<file path="src/rtl/pipeline_ctrl.sv">
// Central pipeline controller: stall-bus encoding, exception/ERET redirection
// with flush deferral while the data bus is busy, and a saturating stall counter.
module pipeline_ctrl #(
  parameter logic [31:0] PC_RESET = 32'h0000_0000
) (
  input  logic        clk,
  input  logic        reset,
  input  logic        stallreq_if,
  input  logic        stallreq_id,
  input  logic        stallreq_ex,
  input  logic        stallreq_mem,
  input  logic        mem_bus_busy,
  input  logic        excp_valid,
  input  logic [31:0] excp_target,
  output logic [5:0]  stall,
  output logic        flush,
  output logic [31:0] new_pc,
  output logic [31:0] stall_count
);

  typedef enum logic [1:0] {
    IDLE,
    DRAIN,
    FLUSH
  } state_e;

  state_e      state_q, state_d;
  logic [31:0] pend_pc_q, pend_pc_d;
  logic [31:0] new_pc_q, new_pc_d;
  logic [31:0] stall_count_q, stall_count_d;
  logic [5:0]  stall_req;

  // Deepest requesting stage wins; every earlier stage freezes with it.
  always_comb begin
    stall_req = 6'b000000;
    if (stallreq_mem)      stall_req = 6'b011111;
    else if (stallreq_ex)  stall_req = 6'b001111;
    else if (stallreq_id)  stall_req = 6'b000111;
    else if (stallreq_if)  stall_req = 6'b000011;
  end

  always_comb begin
    state_d   = state_q;
    pend_pc_d = pend_pc_q;
    new_pc_d  = new_pc_q;
    stall     = 6'b000000;
    flush     = 1'b0;
    new_pc    = new_pc_q;
    case (state_q)
      IDLE: begin
        if (excp_valid && !mem_bus_busy) begin
          flush    = 1'b1;
          new_pc   = excp_target;
          new_pc_d = excp_target;
        end else if (excp_valid) begin
          pend_pc_d = excp_target;
          stall     = 6'b111111;
          state_d   = DRAIN;
        end else begin
          stall = stall_req;
        end
      end
      // Later exceptions are ignored here: the first one owns the redirect.
      DRAIN: begin
        stall = 6'b111111;
        if (!mem_bus_busy) state_d = FLUSH;
      end
      FLUSH: begin
        flush    = 1'b1;
        new_pc   = pend_pc_q;
        new_pc_d = pend_pc_q;
        state_d  = IDLE;
      end
      default: state_d = IDLE;
    endcase
  end

  always_comb begin
    stall_count_d = stall_count_q;
    if (stall[0] && (stall_count_q != 32'hFFFF_FFFF))
      stall_count_d = stall_count_q + 32'd1;
  end

  always_ff @(posedge clk or posedge reset) begin
    if (reset) begin
      state_q       <= IDLE;
      pend_pc_q     <= 32'h0000_0000;
      new_pc_q      <= PC_RESET;
      stall_count_q <= 32'h0000_0000;
    end else begin
      state_q       <= state_d;
      pend_pc_q     <= pend_pc_d;
      new_pc_q      <= new_pc_d;
      stall_count_q <= stall_count_d;
    end
  end

  assign stall_count = stall_count_q;

endmodule
</file>
<file path="config.mk">
export PLATFORM = sky130hd
export DESIGN_NAME = pipeline_ctrl
export DESIGN_NICKNAME = d
export VERILOG_FILES = /design/src/rtl/pipeline_ctrl.sv
export SDC_FILE = /design/constraint.sdc
export NUM_CORES = 1
export LEC_CHECK = 0
export CAP_MARGIN = 20
export CELL_PAD_IN_SITES_DETAIL_PLACEMENT = 0
export CELL_PAD_IN_SITES_GLOBAL_PLACEMENT = 2
export CORE_ASPECT_RATIO = 0.8
export CORE_MARGIN = 2
export CORE_UTILIZATION = 33
export DETAILED_ROUTE_END_ITERATION = 6
export HOLD_SLACK_MARGIN = 0.05
export PLACE_DENSITY_LB_ADDON = 0.12
export REMOVE_ABC_BUFFERS = 1
export SLEW_MARGIN = 20
export SYNTH_ARGS = -nofsm -noshare
export SYNTH_HDL_FRONTEND = slang
export SYNTH_SLANG_ARGS = --single-unit
</file>
<file path="constraint.sdc">
create_clock -name clk -period 7.5 [get_ports clk]
set_clock_uncertainty 0.15 [all_clocks]
set_input_delay 1.875 -clock clk [delete_from_list [all_inputs] [get_ports clk]]
set_output_delay 1.875 -clock clk [all_outputs]
set_load 0.02 [all_outputs]
</file>
==> reports/metrics.yaml <==
status: "finished, final reports clean"
clkTransAtPathRegs_ns: 0.07
vdd_drop_max_uv: 143
wl_per_cell_um: 16.6
slew_headroom_pct: 41.2
num_rows: 37
hold_viol: 0
fmax_mhz: 157
cp_data_required_time_ns: 5.48
start_kind: "input port"
layout-drive-gt1-share_pct: 12.2
setup_viol: 0
ys_types: 34
vias: 3295
ys_seq_elements: 98
regToRegStartpoint: "stall_count[11]"
placed_area_um2: 5550
grt_pass1_vias: 3314
yosysTopAreaCell: "dfrtp_1"
final_cell_area_um2: 5880
area_growth_pct: 37.1
vias_per_cell: 4.94
wirelength_um: 11000
cts_tree: "built"
dieArea_um2: 13900
start_util_pct: 33.5
grt_pass1_wl_um: 18100
startpoint: "mem_bus_busy"
numPortBuffers: 110
core-area_um2: 12800
clockBufferDepth: 2
rsz0062_at_grt: "false"
drc_errors: 0
syn_avg_cell_area_um2: 11.2
die_x_um: 131
synthesis.area_um2: 4280
criticalPathCategory: "in2out"
finalNetCount: 528
synth-seq-area-share_pct: 57.2
powerDensity_nw_per_um2: 268
tns_ns: 0
synth.area.top_cells: "dfrtp_1 57%, mux2_2 8.4%, a22oi_1 5.4%"
grt_use_total_pct: 16.3
dr.pass1.iters: 4
overflow: 0
cts_inserted_buffers: 9
ctsRootBufferMaster: "clkbuf_16"
place_congestion: 0.795
total_leakage_power_nw: 2.42
worst-path-max-fanout: 33
antenna_left: 0
worst_slew_pin_slew_ns: 0.882
cap_violations: 0
cts_hold_buffers: 0
io_pins: 111
diodes: 0
fin_crit_sh_pct: 85.0
synthCells: 384
hp-start: "new_pc_q[29]"
min_period_ns: 6.37
clock-sinks: 98
critPathCaptureType: "primary output"
dp.final_hpwl_um: 7080
critical_path_arrival_ns: 4.35
clock_latency_ns: 0.34
die_h_um: 106
h-tree-depth: 3
antenna_found_initial: 0
grt_max_degree: 68
maxSlewViolCount: 0
synth_top_area_share_pct: 57.2
hold_class: "reg2reg"
drt_iter0_markers: 181
yosys_warnings: 0
cts_setup_buffers: 0
cts.repair.resized: 0
[cells by family (layout without fill, tap and decap cells)]
kind of cell | count (synthesis) | in the layout | share of synthesized area [%]
simple gates | 117 | 117 | 13.9
buf+inv | 31 | 139 | 2.98
compound gates | 76 | 76 | 11.1
flops | 98 | 98 | 57.2
xor+xnor | 28 | 28 | 5.72
mux | 33 | 33 | 8.76
fa+ha+maj | 1 | 1 | 0.292
[placed cells by master, fill, tap and decap left out, types with 2 or more instances in the layout]
cell type / n
clkdlybuf4s50_1: 110
dfrtp_1: 98
nand2_1: 42
mux2_2: 32
o21ai_0: 32
a22oi_1: 31
xnor2_1: 22
nand3_1: 17
nand4_1: 13
nor2_1: 11
clkbuf_16: 9
inv_1: 7
and3_1: 7
nor3_1: 7
a21oi_1: 7
xor2_1: 6
buf_4: 5
and4_1: 4
nand2b_1: 3
or3_1: 3
nand4_2: 2
and2_1: 2
a31oi_1: 2
clkbuf_1: 2
clkinvlp_4: 2
bufinv_16: 2
[synth_stat cells]
cell type  count
dfrtp_1       98
nand2_1       42
mux2_2        32
o21ai_0       32
a22oi_1       31
xnor2_1       22
clkbuf_1      20
nand3_1       17
nand4_1       13
nor2_1        12
inv_1          8
nor3_1         8
a21oi_1        7
and3_1         7
xor2_1         6
and4_1         4
nand2b_1       3
or3_1          3
a31oi_1        2
and2_1         2
nand4_2        2
a21o_1         1
a41oi_1        1
buf_1          1
buf_4          1
buf_6          1
ha_1           1
mux2_4         1
nor3b_1        1
nor4_1         1
o221a_2        1
o31a_1         1
or2_2          1
or4_4          1
[metrics by stage]
| stage | utilization (%) | setup WS, ns | power [mW] | hold slack, ns | instances |
|---|---|---|---|---|---|
| 3_3_place_gp | 43.5 | 1.12 | 1.08 | 0.324 | 651 |
| 3_5_place_dp | 43.5 | 1.06 | 1.09 | 0.333 | 651 |
| 5_1_grt | 46.0 | 0.905 | 1.66 | 0.366 | 667 |
| 2_1_floorplan | - | 0.937 | 0.896 | 0.331 | 361 |
| 6_report | 46.0 | 1.13 | 1.58 | 0.345 | 667 |
| 4_1_cts | 46.0 | 1.06 | 1.60 | 0.348 | 667 |
[worst paths after layout]
kind	endpoint	slack, ns	depth (start not counted)
setup / recovery	new_pc[1]	1.13	7
hold / removal	new_pc_q[29]	0.34	2
setup reg to reg	stall_count[29]	5.08	5
hold reg to reg	new_pc_q[29]	0.34	2
max in group asynchronous	stall_count[12]	4.21	3
min in group asynchronous	new_pc_q[12]	1.74	2
[worst max-delay path, cell delays in order]
cell and delay [ns]:
clkdlybuf4s50_1 0.51, nand2b_1 0.22, and2_1 0.18, or2_2 0.58
nand2_1 0.11, o21ai_0 0.18, clkdlybuf4s50_1 0.69
[power by group]
part | switching [mW] | internal (mW) | leakage (nW) | total (mW)
sequential | 0.0550 | 0.623 | 1.22 | 0.678
clock | 0.198 | 0.302 | 0.149 | 0.500
combinational | 0.201 | 0.198 | 1.05 | 0.399
[flip-flops by register name, indices dropped and copies added (netlist names)]
name         flops
state_q          2
pend_pc_q       32
new_pc_q        32
stall_count     32
[layout make-up]
class                      instances  area, µm²
fill                            1246       6900
sequential                        98       2450
multi-input combinational        255       1710
timing repair buffer             115       1140
clock buffer                      12        246
tap                              175        219
clock inverter                     4       75.1
inverter                           8       32.5
[per-layer routing]
layer	GRT usage [%]	share of wire (%)	wire length (µm)	vias to the layer above
met2	24.3	44	4860	78
met5	0	0	0	-
met3	4.01	5.2	572	10
met1	23.9	50	5500	1636
li1	-	-	-	1571
met4	4.19	0.93	103	0
Note: power is estimated with default switching activity, not from simulation.
==> edit: new RTL, same flow settings <==
Reset style: synchronous (`reset`), changed in one clocked block.
--- a/src/rtl/pipeline_ctrl.sv
+++ b/src/rtl/pipeline_ctrl.sv
@@ -81,7 +81,7 @@
       stall_count_d = stall_count_q + 32'd1;
   end
 
-  always_ff @(posedge clk or posedge reset) begin
+  always_ff @(posedge clk) begin
     if (reset) begin
       state_q       <= IDLE;
       pend_pc_q     <= 32'h0000_0000;
Check against the original RTL: differs if reset is asserted again (counterexample within 4 cycles, from zero or initial values and one cycle with reset high); with reset held inactive, the same outputs for 4 cycles.
==> edit against the unedited design <==
Wire length up 26%. Fmax increased by 1.2%. Area after synthesis up 8.3%. Cell area is 4.3% higher. Critical path depth shrank 1. Count of clock-buffer cells in the layout did not move. Sequential cell count is the same. Synthesized cell count up 45%. Global-route usage is 1.9 points higher. Sequential share of layout area down 9.7 points. Worst setup slack gained 75 ps. Core utilization shrank 1.1 points. Critical path type unchanged.
Power is not compared: it rests on default switching activity, and its combinational part moved more than twofold at a synthesized area within 25%.
==> edit: results (changes against the unedited design) <==
Status
  – Outcome: finished clean

Yosys
  – Synth Area in Adders: 0.270% (-0.022 points)
  – Synth Area in Compound Gates: 24.2% (+13 points)
  – Mux share of post-synthesis cell area: 2.27% (-6.5 points)
  – XOR/XNOR Fraction of Synth Area: 0% (-5.7 points)
  – Ys async rst share: 0% (-100 points)
  – Unique cell type count in the Yosys netlist: 42 (+24%)
  – Top cells by area, synth: dfxtp_1 (42%), a22oi_1 (10%), nand2_1 (6.3%), a21oi_1 (6.3%), nor2b_1 (5.7%)
  – Synth cell count leaders: dfxtp_1 (98), nand2_1 (78), a22oi_1 (64)
  – Yosys warnings: 0 (unchanged)
  – Sequential fraction of the synthesis area: 42.3% (-15 points)

Setup path
  – Crit. Startpoint: excp_valid
  – Reg2reg start: state_q[0]
  – CP max stage delay: 580 ps (-110 ps)
  – Worst r2r dst: stall_count[25]
  – Reg2Reg Setup Slack: 4280 ps (-800 ps)
  – Reg2Reg Depth: 8 (+3)
  – Setup crit end: stall[1]
  – Arrival time worst endpoint: 4270 ps (-80 ps)
  – Family with the most delay on the worst path: buffers and inverters
  – Crit Path Max Fanout: 33 (unchanged)

Power and ir drop
  – Clk. pwr: 461 µW
  – Leakage power: 1.97 nW
  – Net Sw Frac: 25.9%
  – VDD IR max: 106 µV

Drt
  – Total wire length: 13,900 µm (+26%)
  – WL met2: 5910 µm (+22%)
  – DR DRC count: 0 (unchanged)
  – DRT met1 WL: 6950 µm (+26%)
  – Vias/cell: 5.39 (+9.1%)
  – Highest Signal Layer: met4
  – Wire length on met3: 938 µm (+64%)
  – DR iter-0 viols: 259 (+43%)

Finish
  – Inserted Diodes: 0 (unchanged)
  – Share of layout cells above drive strength 1: 7.30% (-4.9 points)
  – Nets: 680 (+29%)

Worst hold path
  – Hold Startpoint: pend_pc_q[27]
  – Hold Path End: pend_pc_q[27]
  – Worst hold stages: 2 (unchanged)

CTS
  – Clk buf depth: 2 (unchanged)
  – CTS resizes: 0 (unchanged)
  – CTS root buf: clkbuf_16
  – Total CTS buffers: 9 (unchanged)
  – Htree depth: 3 (unchanged)
  – Clock Latency Late Sink: 350 ps

Global routing
  – Pin count of the biggest net entering global routing: 61 (-10%)
  – Vias in the first global route: 4,024 (+21%)
  – First-pass GRT wire length: 21,400 µm (+18%)
  – Met2 Usage GRT: 26.8% (+2.5 points)
  – GRT Util Overall: 18.3% (+1.9 points)
  – Met1 Use GR: 25.7% (+1.9 points)
  – Met3 GRT Util: 5.58% (+1.6 points)

Placement
  – DP HPWL: 8620 µm (+22%)
  – Routability cong.: 0.748 (-5.9%)
  – Placed Area: 5840 µm² (+5.2%)

Timing
  – Worst slew margin: 39.6% (-1.6 points)
  – Min Hold Slack: 306 ps (-39.2 ps)

Die
  – Die ar.: 15,000 µm² (+8.0%)
## edit: worst reg2reg max path, delay by kind of cell (launching register included)
kind | cells | cell delay [ps]
AOI/OAI and AO/OA | 1 | 500
muxes | 1 | 370
DFF | 1 | 310
and+or+nand+nor | 3 | 880
buffers and inverters | 3 | 910
## edit: logic make-up after synthesis
group | after synthesis
mux | 8
flops | 98
fa+ha+maj | 1
compound gates | 181
simple gates | 216
buf+inv | 51
## edit: stage by stage
step,setup slack (ps),total power [mW],cells
CTS,1210,1.20,824
finish,1200,1.18,824
global placement,1280,0.729,808
detailed placement,1230,0.730,808
floorplan,1030,0.638,510
global route,1070,1.23,824
## edit: cell type report
class / count / area, µm²
clock buffer: 12 / 236
clock inverter: 4 / 52.6
fill: 1325 / 7510
inverter: 6 / 22.5
multi-input combinational: 406 / 2470
sequential: 98 / 1960
tap: 180 / 225
timing repair buffer: 118 / 1160
